`src/rtl/uart_tx_frame.sv`:
```
// Parametrised UART transmitter: 5..9 data bits, optional odd/even parity, 1 or 2 stop bits.
// Define UART_TX_BREAK_EN to add the tx_break input, which holds the idle line low.
module uart_tx_frame #(
  parameter int CLK_IN    = 12000000,
  parameter int BAUD_RATE = 115200,
  parameter int DATA_BITS = 8,
  parameter int PARITY    = 0,
  parameter int STOP_BITS = 1
) (
  input  logic                 clk,
  input  logic                 reset,
  input  logic [DATA_BITS-1:0] tx_input,
  input  logic                 tx_start,
`ifdef UART_TX_BREAK_EN
  input  logic                 tx_break,
`endif
  output logic                 tx_ready,
  output logic                 tx_sending,
  output logic                 tx_done,
  output logic                 tx_output
);

  localparam int DIV   = CLK_IN / BAUD_RATE;
  localparam int CNT_W = (DIV > 2) ? $clog2(DIV) : 1;
  localparam int IDX_W = $clog2(DATA_BITS);

  localparam bit PAR_EN  = (PARITY == 1) || (PARITY == 2);
  localparam bit PAR_ODD = (PARITY == 1);

  localparam logic [CNT_W-1:0] CNT_LAST  = CNT_W'(DIV - 1);
  localparam logic [IDX_W-1:0] DATA_LAST = IDX_W'(DATA_BITS - 1);
  localparam logic [IDX_W-1:0] STOP_LAST = IDX_W'(STOP_BITS - 1);

  generate
    if (DIV < 2) begin : g_bad_div
      $error("uart_tx_frame: CLK_IN / BAUD_RATE must be at least 2");
    end
    if (DATA_BITS < 5 || DATA_BITS > 9) begin : g_bad_width
      $error("uart_tx_frame: DATA_BITS must be within 5..9");
    end
    if (STOP_BITS != 1 && STOP_BITS != 2) begin : g_bad_stop
      $error("uart_tx_frame: STOP_BITS must be 1 or 2");
    end
  endgenerate

  typedef enum logic [2:0] {
    IDLE  = 3'd0,
    START = 3'd1,
    DATA  = 3'd2,
    PAR   = 3'd3,
    STOP  = 3'd4
  } state_t;

  state_t               state_reg, state_next;
  logic [CNT_W-1:0]     cnt_reg, cnt_next;
  logic [IDX_W-1:0]     idx_reg, idx_next;
  logic [DATA_BITS-1:0] shift_reg, shift_next;
  logic                 parity_reg, parity_next;

  logic out_next, ready_next, sending_next, done_next;
  logic baud_tick;
  logic accept;
  logic brk;

`ifdef UART_TX_BREAK_EN
  assign brk = tx_break;
`else
  assign brk = 1'b0;
`endif

  assign baud_tick = (cnt_reg == CNT_LAST);
  assign accept    = (state_reg == IDLE) && tx_start && !brk;

  // State and datapath registers, plus the registered outputs.
  always_ff @(posedge clk) begin
    if (reset) begin
      state_reg  <= IDLE;
      cnt_reg    <= '0;
      idx_reg    <= '0;
      shift_reg  <= '0;
      parity_reg <= 1'b0;
      tx_output  <= 1'b1;
      tx_ready   <= 1'b1;
      tx_sending <= 1'b0;
      tx_done    <= 1'b0;
    end else begin
      state_reg  <= state_next;
      cnt_reg    <= cnt_next;
      idx_reg    <= idx_next;
      shift_reg  <= shift_next;
      parity_reg <= parity_next;
      tx_output  <= out_next;
      tx_ready   <= ready_next;
      tx_sending <= sending_next;
      tx_done    <= done_next;
    end
  end

  // Next-state logic; idx counts data bits in DATA and stop bits in STOP.
  always_comb begin
    state_next  = state_reg;
    cnt_next    = cnt_reg;
    idx_next    = idx_reg;
    shift_next  = shift_reg;
    parity_next = parity_reg;

    if (state_reg == IDLE) begin
      cnt_next = '0;
      idx_next = '0;
      if (accept) begin
        state_next  = START;
        shift_next  = tx_input;
        parity_next = PAR_ODD ? ~(^tx_input) : ^tx_input;
      end
    end else begin
      cnt_next = baud_tick ? '0 : cnt_reg + 1'b1;
      if (baud_tick) begin
        case (state_reg)
          START: begin
            state_next = DATA;
            idx_next   = '0;
          end
          DATA: begin
            if (idx_reg == DATA_LAST) begin
              state_next = PAR_EN ? PAR : STOP;
              idx_next   = '0;
            end else begin
              idx_next   = idx_reg + 1'b1;
              shift_next = shift_reg >> 1;
            end
          end
          PAR: begin
            state_next = STOP;
            idx_next   = '0;
          end
          STOP: begin
            if (idx_reg == STOP_LAST) begin
              state_next = IDLE;
              idx_next   = '0;
            end else begin
              idx_next = idx_reg + 1'b1;
            end
          end
          default: begin
            state_next = IDLE;
            idx_next   = '0;
          end
        endcase
      end
    end
  end

  // Output values are derived from the upcoming state so they register in step with it.
  always_comb begin
    out_next     = 1'b1;
    ready_next   = 1'b0;
    sending_next = 1'b1;
    done_next    = (state_reg == STOP) && (state_next == IDLE);
    case (state_next)
      IDLE: begin
        out_next     = ~brk;
        ready_next   = ~brk;
        sending_next = 1'b0;
      end
      START:   out_next = 1'b0;
      DATA:    out_next = shift_next[0];
      PAR:     out_next = parity_next;
      default: out_next = 1'b1;
    endcase
  end

endmodule

```
`config.mk`:
```
export PLATFORM = sky130hd
export DESIGN_NAME = uart_tx_frame
export DESIGN_NICKNAME = d
export VERILOG_FILES = /design/src/rtl/uart_tx_frame.sv
export SDC_FILE = /design/constraint.sdc
export NUM_CORES = 1
export LEC_CHECK = 0
export ABC_AREA = 1
export CAP_MARGIN = 20
export CORE_MARGIN = 2
export CORE_UTILIZATION = 55
export CTS_BUF_LIST = sky130_fd_sc_hd__clkbuf_4 sky130_fd_sc_hd__clkbuf_8 sky130_fd_sc_hd__clkbuf_16
export CTS_CLUSTER_SIZE = 10
export DETAILED_ROUTE_END_ITERATION = 16
export GPL_TIMING_DRIVEN = 1
export PLACE_DENSITY = 0.88
export REMOVE_ABC_BUFFERS = 1
export SYNTH_ARGS = -nofsm -noshare
export SYNTH_HDL_FRONTEND = slang
export SYNTH_SLANG_ARGS = --single-unit
```
`constraint.sdc`:
```
create_clock -name clk -period 1.85 [get_ports clk]
set_input_delay 0.37 -clock clk [delete_from_list [all_inputs] [get_ports clk]]
set_output_delay 0.37 -clock clk [all_outputs]
set_load 0.02 [all_outputs]
```
# Word level (Yosys, flattened, before mapping)
# Index checks and enable logic that the tools add are counted.
# totals
output_inout_bits	4
latch_bits	0
romBits	0
regBits	26
ram_bits	0
wordCells	53
memories	0
inputBits	11
# classes
order_cmp	0
eq_ne	11
muxes	19
div	0
n_reduce_logical	11
shift	0
bitwise_logic	0
n_addsub	2
multipliers	0
# op_table
op	n
$mux 8	5
$mux 3	7
$eq 3x2->1 const B	4
$pmux 3 s4	1
$logic_not 3->1	3
$reduce_xor 8->1	1
$add 7x1->7 const B	1
$eq 7x7->1 const B	1
$eq 3x1->1 const B	2
$eq 3x3->1 const B	2
$pmux 3 s2	1
$mux 1	4
$ne 2x2->1 const B	2
$reduce_and 4->1	1
$reduce_bool 2->1	2
$add 3x1->3 const B	1
$pmux 1 s3	1
$reduce_or 3->1	1
$logic_and 1x1->1	2
$reduce_or 2->1	1

# Logic depth before layout (Yosys ltp)
# Gate-level depths: netlist of run 1.
# logic_depth
word_depth	7
ltp_mapped	11
depth_no_buf	11

# Worst setup path before layout of run 1
# OpenSTA, ideal clock, no wires.
# synth_timing
path_type	register to register
start	register idx_reg[0]
end	register tx_output
setup_ps	125
t_arrival_ps	1289
setup_slack_ps	436
required_time_ps	1725
period_less_slack_ps	1414
path_buffers	0
path_stages_with_launch	11
cell_sequence	dfxtp_1 ha_1 ha_1 nor2_1 nor2_1 nor2_1 nand2_1 nand2_1 inv_1 a21oi_1 nand4_1
# synth_via
elab_chain_cells	7
word_cells_on_any_way	15
cone_classes	4 x eq/ne; 10 x mux; 1 x reduce/logical
# synth_lines
item	line_no	source
start, declared	56	logic [IDX_W-1:0] idx_reg, idx_next;
start signal, assigned	89	idx_reg <= idx_next;
$eq 3x3->1 or $logic_not 3->1 (tied branches)	124, 137	
$mux 3 (on tied branches)	124, 137	
$pmux 3 s4	118	case (state_reg)
$mux 3	117	if (baud_tick) begin
$mux 3	107	if (state_reg == IDLE) begin
$eq 3x2->1 or $eq 3x1->1 (tied branches)	159	case (state_next)
$pmux 1 s3 *	159	
end signal, assigned	92	tx_output <= out_next;
end, declared	20	output logic tx_output
# Mark *: on every way between the ends. The rest lies on a longest branch, timed or not. The select of a mux whose other input is x is not followed.
# A chain may end at the register's enable or synchronous reset.

# Worst setup path in the final report of run 1
# layout_timing
start	register tx_sending
end	output port tx_sending
# layout_lines
item	line_no	source
start, declared	18	output logic tx_sending,
start signal, assigned	94	tx_sending <= sending_next;
# No word-level cell between the ends.

==> flow_summary_export.csv, run 1 <==
group,metric,value,unit
power_and_ir_drop,p_clk_frac,0.228,
global_route,grt_max_degree,15,
power_and_ir_drop,power.internal,733,uW
final_layout,finish.net_count,238,
run,maxCapViolations,0,
critical_path,critPathLaunchType,"register",
power_and_ir_drop,leakage,0.000713,uW
global_route,via_count_of_the_first_global_routing_pass,1125,
timing,worst-slew-pin-transition,304,ps
synthesis,postSynthAreaPerCell,6.82,sq um
final_layout,antenna_cells_inserted,0,
clock_tree,clock_sinks,26,
critical_path,timing.critical_path.cells,"clkdlybuf4s50_1",
global_route,globalRouteOverflowTotal,0,
global_route,grt_antenna_before_repair,0,
clock_tree,cts-root-buf,"clkbuf_4",
timing,finalHoldViolCount,0,
floorplan,initial_core_util,0.575,
timing,slew_headroom,0.797,
synthesis,netlist_area,0.00140,sq mm
critical_path,timing.critical_path.slowest_stage_cell,"clkdlybuf4s50_1",
power_and_ir_drop,power.switching_fraction,0.260,
synthesis,netlist_instances,205,
final_layout,number_of_fill_cells_in_the_layout,240,
final_layout,multiInputGateArea,747,sq um
detailed_routing,drt-pass1-iter-count,4,
worst_hold_path,timing.hold.worst.class,"register to register",
critical_path,setup.reg_to_reg.worst_slack,300,ps
power_and_ir_drop,seq_power_share,0.598,
detailed_routing,initialDrtViolationCount,27,
synthesis,synth-main-ff-cell,"dfxtp_1",
detailed_routing,post_drt_wl_per_cell,10.2,um
floorplan,design.portCount,15,
clock_tree,clk_latency,310,ps
timing,fin_crit_sh,0.871,
clock_tree,cts_clk_pin_slew_worst_paths,120,ps
final_layout,largest_register_ff_count,8,
clock_tree,cts_tree,"yes",
floorplan,coreArea,0.00243,sq mm
clock_tree,postCtsSetupRepairBufs,0,
timing,clock.fmax,620,MHz
global_route,grt_use_total,0.203,
synthesis,ys_seq_area_frac,0.372,
global_route,grt_pass1_wl,4.44,mm
clock_tree,clk_path_buf_depth,2,
final_layout,seqCellArea,520,sq um
timing,layout_min_cycle_time,1610,ps
timing,setup_viol_count_final,0,
floorplan,die_height,54.4,um
timing,timing.clock.skew,4.60,ps
critical_path,worstPathMaxFanout,1,
detailed_routing,num_vias,1250,
final_layout,layoutNonFillerInstCount,251,
detailed_routing,routed_via_density,4.98,
critical_path,worst-setup-path-type,"register to primary output",
synthesis,yosysWarnings,0,
place,globalplace.congestion,0.791,
place,instance_count_after_placement_with_tap_cells_included,248,
clock_tree,ctsResizeCount,0,
synthesis,synth.distinct_cells,29,
synthesis,synthArstFlopShare,0,
detailed_routing,drt-total-wl,2.55,mm
critical_path,crit_family,"buffers and inverters",
detailed_routing,drc,0,
synthesis,synth_largest_type_area_fraction,0.372,
power_and_ir_drop,ir_worst_vdd,586,uV
place,place.detailed.hpwl,1.99,mm
power_and_ir_drop,switching_power,258,uW
final_layout,utilization,0.656,
clock_tree,cts-htree-levels,1,
critical_path,timing.critical_path.to_type,"primary output",
power_and_ir_drop,power-per-cell-area,621,mW/mm^2
power_and_ir_drop,power.share.combinational,0.174,
clock_tree,postCtsHoldBufs,0,
floorplan,floorplan.rows,18,
critical_path,timing.critical_path.required,1480,ps
floorplan,die-area,0.00296,sq mm
critical_path,cp_slowest_stage_delay,600,ps
detailed_routing,detail-route-antenna-nets,0,
clock_tree,total_clock_buffers_created_by_cts,3,
critical_path,worstPathArrival,1240,ps
synthesis,post_synth_main_area_contributors,"dfxtp_1 (37%), nand2_1 (18%), inv_1 (6.4%), nor2_1 (6.4%), a21oi_1 (5.0%)",
synthesis,synth_enable_flop_cells,0,
outcome,outcome,"completed",
final_layout,area.growth.synth_to_final,14.0,%
timing,finalMaxSlewViolations,0,
final_layout,drive_above_1_share,0.0995,
synthesis,ys_ff_latch,26,
place,portBuffers,14,
critical_path,critical_path.n_buffers_inverters,1,
timing,fin_tns_setup,0,ps
floorplan,fp.dieW,54.4,um
power_and_ir_drop,finalPower,991,uW
timing,rsz0062_at_grt,"false",
synthesis,synth_most_common_cell,"nand2_1",
synthesis,top_cell_types_by_occurrence_after_synthesis,"nand2_1 (66), dfxtp_1 (26), inv_1 (24), nor2_1 (24), a21oi_1 (14)",
synthesis,yosys.area.top_type,"dfxtp_1",
per-layer routing:
metal / global-route usage / vias up / part of all wire
li1: - / 680 / -
met4: 0.0750 / 0 / 0.0098
met3: 0.0328 / 4 / 0.026
met1: 0.253 / 552 / 0.52
met5: 0 / - / 0
met2: 0.349 / 14 / 0.45
logic make-up after synthesis:
logic type / count (synthesis) / synth area share
simple gates: 110 / 0.347
buf+inv: 34 / 0.0939
compound gates: 29 / 0.139
flops: 26 / 0.372
fa+ha+maj: 4 / 0.0358
xor+xnor: 2 / 0.0125
path summary, 6_finish.rpt:
kind                              startpoint            to  cells after the start
worst max-delay path              tx_sending    tx_sending                      1
worst min register to register  shift_reg[4]  shift_reg[4]                      2
worst min-delay path            shift_reg[4]  shift_reg[4]                      2
worst max register to register    cnt_reg[0]  shift_reg[2]                      8
power by group through the flow:
stage	registers (uW)	logic (uW)	clock network (uW)
after floorplan	611	102	0
after global placement	605	170	0
after detailed placement	606	172	0
after CTS	593	173	242
after global routing	596	194	261
final	593	172	226
worst min-delay path: stages (launching register included):
cell and delay [ps]:
dfxtp_1 330, nand2_1 60, a21oi_1 50
cell type report:
type / instances / area share
clock buffer: 3 / 0.0141
inverter: 32 / 0.0753
multi-input combinational: 145 / 0.468
sequential: 26 / 0.326
tap: 30 / 0.0235
timing repair buffer: 15 / 0.0925
layout by cell type, fill, tap and decap left out, types with 3 or more instances in the layout:
master / n
nand4_1: 3
dfxtp_1: 26
nand3_1: 7
a21oi_1: 14
nor2_1: 24
clkdlybuf4s50_1: 14
ha_1: 4
a22oi_1: 6
clkbuf_4: 3
inv_1: 24
inv_2: 8
nand2_1: 66
metrics by stage:
stage                     setup slack [ps]  cell area (sq um)  hold slack [ps]
after floorplan                        436               1390              430
after global placement                 189               1570              444
after detailed placement               170               1570              454
after CTS                              215               1600              473
after global routing                  74.9               1600              502
final                                  238               1600              473
No activity file was read; power rests on OpenSTA's default activity.
==> inputs of run 2 (changes only) <==
--- a/config.mk
+++ b/config.mk
@@ -7,12 +7,13 @@
 export LEC_CHECK = 0
 export ABC_AREA = 1
 export CAP_MARGIN = 20
+export CORE_ASPECT_RATIO = 1.75
 export CORE_MARGIN = 2
 export CORE_UTILIZATION = 55
 export CTS_BUF_LIST = sky130_fd_sc_hd__clkbuf_4 sky130_fd_sc_hd__clkbuf_8 sky130_fd_sc_hd__clkbuf_16
 export CTS_CLUSTER_SIZE = 10
 export DETAILED_ROUTE_END_ITERATION = 16
-export GPL_TIMING_DRIVEN = 1
+export GPL_TIMING_DRIVEN = 0
 export PLACE_DENSITY = 0.88
 export REMOVE_ABC_BUFFERS = 1
 export SYNTH_ARGS = -nofsm -noshare
==> run 2 against run 1 <==
  * Critical path depth up 7
  * Sequential share of layout area down 0.73 points
  * Worst hold slack worse by 8.7 ps
  * Largest power group unchanged
==> flow_summary_export.csv, run 2 (synthesized netlist as in run 1, its figures left out) <==
group,metric,value,unit
clock_tree,cts-htree-levels,1,
clock_tree,clk_latency,270,ps
timing,timing.clock.skew,3.05,ps
timing,clock.fmax,627,MHz
place,globalplace.congestion,0.816,
timing,finalMaxSlewViolations,0,
detailed_routing,wirelength_met1,1.01,mm
power_and_ir_drop,p_clk_frac,0.380,
critical_path,crit_family,"simple AND/OR/NAND/NOR gates",
clock_tree,cts_tree,"yes",
clock_tree,clock_sinks,26,
power_and_ir_drop,finalPower,1230,uW
timing,layout_min_cycle_time,1590,ps
place,place.detailed.hpwl,2.08,mm
detailed_routing,top_signal_layer_used,"met4",
power_and_ir_drop,seq_power_share,0.481,
critical_path,worstPathArrival,1740,ps
power_and_ir_drop,ir_worst_vdd,528,uV
clock_tree,cts_clk_pin_slew_worst_paths,90,ps
clock_tree,ctsResizeCount,0,
power_and_ir_drop,power.internal,945,uW
floorplan,die-area,0.00298,sq mm
clock_tree,postCtsHoldBufs,0,
power_and_ir_drop,power-per-cell-area,754,mW/mm^2
critical_path,timing.critical_path.slowest_stage_cell,"dfxtp_1",
final_layout,largest_register_ff_count,8,
final_layout,number_of_fill_cells_in_the_layout,207,
timing,final_worst_hold_slack,464,ps
timing,slew_headroom,0.642,
global_route,grt_max_degree,16,
critical_path,critical_path.n_buffers_inverters,1,
timing,finalHoldViolCount,0,
power_and_ir_drop,power.switching_fraction,0.232,
global_route,grt_pass1_wl,4.92,mm
detailed_routing,num_vias,1292,
global_route,globalRouteOverflowTotal,0,
floorplan,fp.dieW,42.1,um
timing,fin_crit_sh,0.862,
critical_path,cp_slowest_stage_delay,390,ps
clock_tree,postCtsSetupRepairBufs,0,
floorplan,initial_core_util,0.568,
floorplan,floorplan.rows,24,
floorplan,design.portCount,15,
detailed_routing,post_drt_wl_per_cell,10.6,um
detailed_routing,metal2_wl,1.49,mm
power_and_ir_drop,switching_power,286,uW
critical_path,timing.critical_path.from,"cnt_reg[0]",
place,place_area,0.00156,sq mm
timing,rsz0062_at_grt,"false",
detailed_routing,drt-pass1-iter-count,5,
floorplan,coreArea,0.00246,sq mm
global_route,grt_antenna_before_repair,0,
final_layout,final_cell_area,0.00163,sq mm
outcome,outcome,"completed",
final_layout,antenna_cells_inserted,0,
detailed_routing,detail-route-antenna-nets,0,
critical_path,timing.critical_path.required,1990,ps
detailed_routing,detailroute.wirelength.met3,80,um
critical_path,critPathLaunchType,"register",
final_layout,mostFrequentLayoutCell,"nand2_1",
critical_path,worstReg2RegStart,"cnt_reg[0]",
timing,setup_viol_count_final,0,
final_layout,area.growth.synth_to_final,16.6,%
power_and_ir_drop,leakage,0.000730,uW
place,portBuffers,14,
floorplan,die_height,70.7,um
critical_path,crit_path_frequent_cell,"nand2_1",
place,instance_count_after_placement_with_tap_cells_included,243,
critical_path,timing.critical_path.to_type,"register",
worst_hold_path,hold_path_startpoint,"shift_reg[3]",
timing,fin_tns_setup,0,ps
run,maxCapViolations,0,
final_layout,finish.net_count,237,
power_and_ir_drop,power.share.combinational,0.139,
detailed_routing,drc,0,
detailed_routing,drt-total-wl,2.62,mm
detailed_routing,routed_via_density,5.23,
global_route,via_count_of_the_first_global_routing_pass,1294,
critical_path,timing.critical_path.cells,"ha_1, nand3_1, nor2_2, nand2_1, inv_2, o21ai_4, nand2_1, a21oi_1",
critical_path,worst-setup-path-type,"register to register",
detailed_routing,initialDrtViolationCount,27,
final_layout,layout.cells.most_common_list,"nand2_1 (66), dfxtp_1 (26), inv_1 (24), nor2_1 (24)",
clock_tree,total_clock_buffers_created_by_cts,3,
clock_tree,clk_path_buf_depth,2,
global_route,grt_use_total,0.206,
worst_hold_path,timing.hold.worst.class,"register to register",
critical_path,worstPathMaxFanout,7,
timing,worst-slew-pin-transition,535,ps
final_layout,layoutNonFillerInstCount,247,
clock_tree,cts-root-buf,"clkbuf_8",
final_layout,drive_above_1_share,0.0995,
## run 2: worst register-to-register path, stage by stage (launching register included)
cell     delay (ps)
dfxtp_1         390
ha_1            220
nand3_1         110
nor2_2          240
nand2_1         130
inv_2           150
o21ai_4         100
nand2_1          70
a21oi_1          50
## run 2: layout make-up
cell class	instances	area, sq um	area share
Clock buffer	3	41.3	0.0253
Clock inverter	1	30.0	0.0184
Inverter	32	120	0.0736
Multi-Input combinational cell	145	747	0.458
Sequential cell	26	520	0.319
Tap cell	26	32.5	0.0199
Timing Repair Buffer	14	140	0.0859
## run 2: layer usage
metal	track usage	vias to the layer above
met4	0.0833	0
met2	0.415	22
met1	0.203	582
met5	0	-
met3	0.0230	6
li1	-	682
## run 2: path summary, 6_finish.rpt
check | to | slack [ps] | depth (start not counted)
setup reg to reg | shift_reg[4] | 260 | 8
setup / recovery | shift_reg[4] | 260 | 8
hold reg to reg | shift_reg[3] | 460 | 2
hold / removal | shift_reg[3] | 460 | 2
## run 2: through the flow
stage	worst slack, ps	util
final	256	0.663
after global routing	94.7	0.663
after global placement	0.536	0.634
after floorplan	436	-
after CTS	230	0.663
after detailed placement	-4.50	0.634
## run 2: power groups by stage
stage	clock network (uW)	logic (uW)	registers [uW]
after floorplan	0	102	611
after global placement	0	169	605
after detailed placement	0	172	605
after CTS	472	173	592
after global routing	493	198	595
final	467	171	592
==> inputs of run 3 (changes only) <==
==> config.mk (replaced) <==
export PLATFORM = sky130hd
export DESIGN_NAME = uart_tx_frame
export DESIGN_NICKNAME = d
export VERILOG_FILES = /design/src/rtl/uart_tx_frame.sv
export SDC_FILE = /design/constraint.sdc
export NUM_CORES = 1
export LEC_CHECK = 0
export CAP_MARGIN = 20
export CORE_MARGIN = 8
export CORE_UTILIZATION = 57
export CTS_BUF_LIST = sky130_fd_sc_hd__clkbuf_4
export CTS_CLUSTER_SIZE = 10
export DETAILED_ROUTE_END_ITERATION = 16
export GPL_TIMING_DRIVEN = 0
export PLACE_DENSITY = 0.91
export REMOVE_ABC_BUFFERS = 1
export SYNTH_ARGS = -nofsm -noshare
export SYNTH_HDL_FRONTEND = slang
export SYNTH_SLANG_ARGS = --single-unit
==> run 3 against run 2 <==
  * Design area decreased by 2.8%
  * Clock power decreased by 18%
  * Combinational power is 7% lower
  * Synthesized area shrank 8.0%
  * Global-route usage shrank 7.4 points
  * First-iteration DRC count grew 37%
  * Routed wire length increased by 5.6%
  * Setup slack got worse by 250 ps
  * Critical endpoint is now tx_output
  * Total power decreased by 7.1%
  * Largest power group unchanged
  * Worst hold slack worse by 6.6 ps
  * Critical path depth down 1
==> flow_summary_export.csv, run 3 <==
group,metric,value,unit
detailed_routing,detail-route-antenna-nets,0,
global_route,grt_max_degree,18,
global_route,grt_use_total,0.132,
timing,clock.fmax,541,MHz
worst_hold_path,timing.hold.worst.class,"register to register",
final_layout,finish.net_count,174,
place,globalplace.congestion,0.763,
synthesis,synthArstFlopShare,0,
place,portBuffers,14,
global_route,grt_antenna_before_repair,0,
final_layout,layoutNonFillerInstCount,186,
timing,fin_tns_setup,0,ps
final_layout,largest_register_ff_count,8,
synthesis,synth_most_common_cell,"dfxtp_1",
synthesis,synth_enable_flop_cells,0,
detailed_routing,post_drt_wl_per_cell,14.9,um
timing,final.setup.worst_slack,0.872,ps
global_route,grt_pass1_wl,4.47,mm
clock_tree,cts_clk_pin_slew_worst_paths,140,ps
final_layout,final_cell_area,0.00159,sq mm
floorplan,initial_core_util,0.593,
floorplan,floorplan.rows,17,
place,place.detailed.hpwl,1.97,mm
detailed_routing,wirelength_met1,1.11,mm
floorplan,die-area,0.00404,sq mm
synthesis,synth-main-ff-cell,"dfxtp_1",
clock_tree,clk_latency,320,ps
detailed_routing,metal2_wl,1.54,mm
clock_tree,clock_sinks,26,
timing,slew_headroom,0.625,
place,instance_count_after_placement_with_tap_cells_included,177,
clock_tree,cts-htree-levels,1,
run,maxCapViolations,0,
detailed_routing,num_vias,1073,
power_and_ir_drop,leakage,0.000535,uW
detailed_routing,top_signal_layer_used,"met4",
floorplan,die_height,63.5,um
power_and_ir_drop,ir_worst_vdd,453,uV
synthesis,ys_seq_area_frac,0.404,
detailed_routing,drc,0,
outcome,outcome,"completed",
timing,fin_crit_sh,1.00,
timing,layout_min_cycle_time,1850,ps
detailed_routing,routed_via_density,5.77,
timing,worst-slew-pin-transition,561,ps
floorplan,coreArea,0.00217,sq mm
critical_path,critPathLaunchType,"register",
critical_path,timing.critical_path.to_type,"register",
final_layout,area.growth.synth_to_final,23.1,%
synthesis,yosys.area.top_type,"dfxtp_1",
final_layout,mostFrequentLayoutCell,"dfxtp_1",
critical_path,worstPathMaxFanout,8,
synthesis,ys_ff_latch,26,
final_layout,antenna_cells_inserted,0,
clock_tree,postCtsHoldBufs,0,
floorplan,fp.dieW,63.5,um
final_layout,drive_above_1_share,0.171,
timing,finalHoldViolCount,0,
detailed_routing,initialDrtViolationCount,37,
critical_path,worst-setup-path-type,"register to register",
synthesis,post_synth_main_area_contributors,"dfxtp_1 (40%), xnor2_1 (6.1%), a21oi_1 (5.1%), nand2_1 (4.4%), nor2_1 (4.4%)",
timing,timing.clock.skew,7.12,ps
detailed_routing,detailroute.wirelength.met3,93,um
synthesis,netlist_instances,142,
global_route,globalRouteOverflowTotal,0,
clock_tree,cts_tree,"yes",
synthesis,yosysWarnings,0,
timing,rsz0062_at_grt,"true",
synthesis,netlist_area,0.00129,sq mm
critical_path,timing.critical_path.required,2100,ps
clock_tree,clk_path_buf_depth,2,
detailed_routing,drt-pass1-iter-count,6,
place,place_area,0.00142,sq mm
synthesis,synth.distinct_cells,37,
timing,setup_viol_count_final,0,
timing,finalMaxSlewViolations,0,
synthesis,top_cell_types_by_occurrence_after_synthesis,"dfxtp_1 (26), nand2_1 (15), nor2_1 (15)",
power_and_ir_drop,power-per-cell-area,721,mW/mm^2
global_route,via_count_of_the_first_global_routing_pass,1137,
place,place_worst_setup_slack,-491,ps
final_layout,number_of_fill_cells_in_the_layout,164,
clock_tree,total_clock_buffers_created_by_cts,3,
synthesis,postSynthAreaPerCell,9.07,sq um
critical_path,worstPathArrival,2100,ps
floorplan,design.portCount,15,
synthesis,synth_largest_type_area_fraction,0.404,
clock_tree,cts-root-buf,"clkbuf_4",
final_layout,layout.cells.most_common_list,"dfxtp_1 (24), nor2_1 (15), nand2_1 (15), clkdlybuf4s50_1 (14), a21oi_1 (11)",
detailed_routing,drt-total-wl,2.77,mm
## run 3: cell count changes after synthesis, moves of 3 or more
cell,previous run,this run
inv_2,8,0
nand2_1,66,15
nand4_1,3,0
xnor2_1,2,9
nor2b_1,0,4
and3_1,0,3
inv_1,24,2
nor2_1,24,15
## run 3: metrics by stage
step	util	total power [uW]	hold slack, ps
after global routing	0.731	1190	487
after global placement	0.654	748	435
final	0.731	1140	458
after floorplan	-	694	418
after CTS	0.696	1140	463
after detailed placement	0.654	754	444
## run 3: routing by layer
metal / GRT usage / vias to the layer above
met5: 0 / -
met4: 0.0613 / 0
met3: 0.0336 / 4
met2: 0.255 / 21
met1: 0.125 / 511
li1: - / 537
## run 3: worst paths after layout
| path | from | to | slack, ps | depth (start not counted) |
|---|---|---|---|---|
| worst min register to register | cnt_reg[0] | cnt_reg[0] | 460 | 1 |
| worst max register to register | idx_reg[0] | tx_output | 0.9 | 7 |
| worst min-delay path | cnt_reg[0] | cnt_reg[0] | 460 | 1 |
| worst max-delay path | idx_reg[0] | tx_output | 0.9 | 7 |
## run 3: cell type report
type / instances / area, sq um / share of cell area
Clock buffer: 3 / 22.5 / 0.0142
Clock inverter: 1 / 30.0 / 0.0189
Inverter: 2 / 7.51 / 0.00474
Multi-Input combinational cell: 107 / 790 / 0.498
Sequential cell: 26 / 523 / 0.330
Tap cell: 28 / 35.0 / 0.0221
Timing Repair Buffer: 19 / 178 / 0.112
## run 3: cell families after synthesis
| family | share of synthesized area |
|---|---|
| DFF | 0.404 |
| xor gates and xnor gates | 0.0748 |
| adders and majority gates | 0.0389 |
| and+or+nand+nor | 0.257 |
| AOI/OAI and AO/OA | 0.186 |
| buffers and inverters | 0.0398 |
## run 3: critical path: stages, from the launching register on
cell	delay [ps]
dfxtp_2	370
ha_4	160
ha_4	160
nor4b_4	350
buf_4	190
and3_4	250
a221oi_4	90
o2111ai_2	200
## run 3: report_power, final
group	switching [uW]	total (uW)	internal, uW
logic	75.6	159	83.2
clock network	165	384	219
registers	16.4	600	584
## run 3: timing repair
item | 4_1_cts | 5_1_grt
pin swaps | 4 | 5
gates resized for setup | 5 | 11
endpoints found under the setup margin | 9 | 14
setup buffers | 2 | 3
==> edit 1 (settings of run 3) <==
The parameter `BAUD_RATE` goes from 115200 to 57600.
--- a/src/rtl/uart_tx_frame.sv
+++ b/src/rtl/uart_tx_frame.sv
@@ -2,7 +2,7 @@
 // Define UART_TX_BREAK_EN to add the tx_break input, which holds the idle line low.
 module uart_tx_frame #(
   parameter int CLK_IN    = 12000000,
-  parameter int BAUD_RATE = 115200,
+  parameter int BAUD_RATE = 57600,
   parameter int DATA_BITS = 8,
   parameter int PARITY    = 0,
   parameter int STOP_BITS = 1
Behaviour: same outputs for any inputs over 10 cycles, from zero or initial values and one cycle with reset high; that may be too few to reach the edited logic, so the function may still have changed.
==> edit 1 against run 3 <==
The run now ends with setup timing left. Synthesized area is 1.7% lower. Sequential cell count rose by 1. Clock power down 33%. Cell area increased by 0.95%. Non-clock buffer count rose by 3. Routed wire length decreased by 5.3%. Via count down 1.4%. Worst setup slack got worse by 0.091 ns. Worst hold slack gained 0.0098 ns. Power is 8.9% lower.
==> edit 1: results (changes against run 3) <==
| Metric | Value |
|---|---|
| Global-route wire length before repair | `4.443 mm (-0.63%)` |
| Largest stage delay on the critical path | `0.53 ns (+0.16 ns)` |
| Pleak | `0.5659 nW (+5.8%)` |
| Final hold slack | `0.4676 ns (+0.009813 ns)` |
| Switching part of the total | `25.81% (+3.3 points)` |
| Slew @ Worst Pin | `0.5313 ns (-0.02955 ns)` |
| Slowest CP cell | `or4b_4` |
| Mux cell area share after synthesis | `2.470% (+2.5 points)` |
| Seq/Total Area, Yosys | `42.69% (+2.3 points)` |
| Compound-Gate Fraction of Synth Area | `14.62% (-3.9 points)` |
| Sequential power | `623 uW (+3.8%)` |
| Final std cells w/o fill | `191 (+2.7%)` |
| Post-CTS resize count | `17 (+12)` |
| Final setup violation count | `10 (+10)` |
| Dpl cell area | `1420 um^2 (about the same)` |
| Drt pass-1 iters | `4 (-2)` |
| Adder-Cell Fraction of Synth Area | `3.953% (+0.065 points)` |
| Peak supply drop | `0.6660 mV (+47%)` |
| Post-DP HPWL | `1.817 mm (-7.7%)` |
| Area contributors post-synth | `dfxtp_1 43%, xnor2_1 7.6%, nor2_1 5.3%` |
| Postcts setup bufs | `5 (+3)` |
| Largest net degree at the start of global routing | `17 (-1)` |
| Setup_tns | `-0.4364 ns (-0.4364 ns)` |
| Fin nets | `179 (+2.9%)` |
| Setup Skew | `0.01438 ns (+0.007260 ns)` |
| Via/cell ratio | `5.539 (-4.0%)` |
| Gr usage total | `13.21% (+0.018 points)` |
| Clock Power Share | `24.6% (-9.0 points)` |
| Post-synthesis cell type count | `31 (-16%)` |
| Commonest cells in the netlist | `27 x dfxtp_1, 18 x nor2_1, 15 x nand2_1` |
| Routed wire per std cell | `13.72 um (-7.8%)` |
| Synthesized-area fraction occupied by xor and xnor cells | `8.992% (+1.5 points)` |
| Violated checks | `setup timing` |
| Status | `finished, violations left` |
| Final WS setup | `-0.08975 ns (-0.09062 ns)` |
| Share of cells above drive strength 1 | `20.25% (+3.2 points)` |
| Setup WS pre-CTS | `-0.6025 ns (-0.1119 ns)` |
-- edit 1: final cells by class --
| class | count | area [um^2] | share of cell area, % |
|---|---|---|---|
| Tap cell | 28 | 35.03 | 2.189 |
| Clock inverter | 1 | 7.507 | 0.4691 |
| Multi-Input combinational cell | 107 | 777.0 | 48.55 |
| Sequential cell | 27 | 543.0 | 33.93 |
| Timing Repair Buffer | 22 | 203.9 | 12.74 |
| Inverter | 3 | 11.26 | 0.7037 |
| Clock buffer | 3 | 22.52 | 1.407 |
-- edit 1: kinds of logic (layout without fill, tap and decap cells) --
group | count (synthesis) | in the layout
buffers and inverters | 8 | 29
multiplexers | 3 | 3
AND/OR/NAND/NOR | 57 | 57
adder cells (fa/ha/maj) | 4 | 4
flip-flops | 27 | 27
AO/OA/AOI/OAI | 30 | 30
XOR/XNOR | 13 | 13
-- edit 1: per-layer routing --
layer	share of wire (%)	track usage, %	vias to the layer above
met5	0	0	-
met2	51	24.20	24
met1	42	13.08	490
met3	3.2	3.004	8
li1	-	-	536
met4	3.2	8.262	0
==> edit 2 (settings of run 3) <==
Made on the original files. The 5 states of `state_t` get a one-hot encoding in 5 bits.
--- a/src/rtl/uart_tx_frame.sv
+++ b/src/rtl/uart_tx_frame.sv
@@ -43,12 +43,12 @@
     end
   endgenerate
 
-  typedef enum logic [2:0] {
-    IDLE  = 3'd0,
-    START = 3'd1,
-    DATA  = 3'd2,
-    PAR   = 3'd3,
-    STOP  = 3'd4
+  typedef enum logic [4:0] {
+    IDLE  = 5'b00001,
+    START = 5'b00010,
+    DATA  = 5'b00100,
+    PAR   = 5'b01000,
+    STOP  = 5'b10000
   } state_t;
 
   state_t               state_reg, state_next;
Behaviour: same outputs for any inputs over 10 cycles, from zero or initial values and one cycle with reset high; not proved beyond that.
==> edit 2 against run 3 <==
The flow now finishes with violations (setup timing). Sequential cell count increased by 2. Routed wire length increased by 30%. Worst setup slack worse by 0.090 ns. Die area up 9.9%. Synthesized area grew 13%. Cell area up 15%. Via count up 26%. Worst hold slack got worse by 0.0091 ns. Non-clock buffer count up 7. Core utilization is 1.4 points higher.
Power is not compared: it rests on default switching activity, and its combinational part moved more than twofold at a synthesized area within 25%.
==> edit 2: results (changes against run 3) <==
| Metric | Value |
|---|---|
| Status | `finished, violations left` |
| Violated checks | `setup timing` |
| Worst Setup SP | `state_reg[4]$_SDFF_PP0_` |
| Critical R2R Launch | `state_reg[4]$_SDFF_PP0_` |
| Gr usage total | `16.21% (+3.0 points)` |
| Vias in the first global route | `1277 (+12%)` |
| Seq/Total Area, Yosys | `38.39% (-2.0 points)` |
| Setup WS pre-CTS | `-0.4843 ns (+0.006299 ns)` |
| Filler cell count | `173 (+5.5%)` |
| Crit path max fanout | `2 (-6)` |
| Final setup violation count | `12 (+12)` |
| GR Layer Usage met1 | `18.28% (+5.7 points)` |
| Setup Skew | `0.006835 ns (-0.0002878 ns)` |
| Max reg flops | `8 (unchanged)` |
| Worst r2r path cells | `5 (-2)` |
| Drt pass-1 iters | `4 (-2)` |
| Share of cells above drive strength 1 | `22.46% (+5.4 points)` |
| Synthesized-area fraction occupied by xor and xnor cells | `7.198% (-0.29 points)` |
| Diodes inserted | `0 (unchanged)` |
| Fin nets | `203 (+17%)` |
| Largest stage delay on the critical path | `0.57 ns (+0.20 ns)` |
| Via/cell ratio | `6.217 (+7.8%)` |
| Wl on met1 | `1.511 mm (+36%)` |
| Maximum clock path buffer count | `2 (unchanged)` |
| Final WS setup | `-0.08899 ns (-0.08986 ns)` |
| Mux cell area share after synthesis | `0.7712% (+0.77 points)` |
| M2 GR Usage | `28.79% (+3.3 points)` |
| Wire length on met2 | `1.765 mm (+15%)` |
| Slowest CP cell | `or4b_4` |
| Synth Warn # | `0 (unchanged)` |
| RD Place Congestion | `0.9183 (+20%)` |
| Std-Cell Rows | `18 (+1)` |
| Global-route wire length before repair | `5.685 mm (+27%)` |
| Worst Path Arrival | `2.16 ns (+0.06 ns)` |
| Number of DRC markers in iteration 0 | `107 (+190%)` |
| Clk_lat worst skew | `0.34 ns (+0.02 ns)` |
| Compound-Gate Fraction of Synth Area | `19.88% (+1.3 points)` |
| Post-DP HPWL | `2.234 mm (+13%)` |
| Max-slew headroom | `61.05% (-1.4 points)` |
| Met3 Usage GRT | `3.523% (+0.17 points)` |
| Commonest cells in the netlist | `28 x dfxtp_1, 21 x nor2_1, 17 x a21oi_1` |
| Routed wl met3 | `236 um (+150%)` |
| Area contributors post-synth | `dfxtp_1 38%, a21oi_1 5.8%, nor2_1 5.4%` |
| Routed wire per std cell | `16.59 um (+11%)` |
| Post-synthesis cell type count | `44 (+19%)` |
edit 2: changes by cell type in the layout (fill, tap and decap cells not counted), sizes merged, moves of 4 or more:
cell,before,now
nand2,15,10
a21oi,13,17
buf,5,12
nor2,15,21
edit 2: metrics by stage:
step / hold slack (ns) / area (um^2) / utilization (%) / std cells
2_1_floorplan: 0.4130 / 1406 / - / 157
3_3_place_gp: 0.4250 / 1584 / 64.53 / 201
3_5_place_dp: 0.4351 / 1584 / 64.53 / 201
4_1_cts: 0.4546 / 1773 / 72.22 / 215
5_1_grt: 0.4897 / 1829 / 74.52 / 217
6_report: 0.4488 / 1829 / 74.52 / 217
edit 2: report_power, final:
part	leakage (nW)	switching [mW]	internal, mW
registers	0.233	0.0288	0.645
logic	0.419	0.167	0.170
clock network	0.0279	0.186	0.220
total	0.680	0.382	1.04
edit 2: cell type report:
class | instances | area [um^2] | share of cell area, %
Clock buffer | 3 | 22.52 | 1.231
Clock inverter | 1 | 30.03 | 1.642
Inverter | 5 | 18.77 | 1.026
Multi-Input combinational cell | 124 | 890.9 | 48.70
Sequential cell | 28 | 580.6 | 31.74
Tap cell | 30 | 37.54 | 2.052
Timing Repair Buffer | 26 | 249.0 | 13.61
edit 2: logic make-up (layout without fill, tap and decap cells):
| family | Yosys count | after routing |
|---|---|---|
| adder cells (fa/ha/maj) | 4 | 4 |
| AO/OA/AOI/OAI | 44 | 44 |
| XOR/XNOR | 12 | 12 |
| multiplexers | 1 | 1 |
| AND/OR/NAND/NOR | 63 | 63 |
| buffers and inverters | 13 | 35 |
| flip-flops | 28 | 28 |
edit 2: what timing repair did:
item,4_1_cts,5_1_grt
buffers inserted,10,2
setup endpoints to repair,14,17
pin swaps,6,8
hold endpoints to repair,0,0
gates resized for setup,19,9
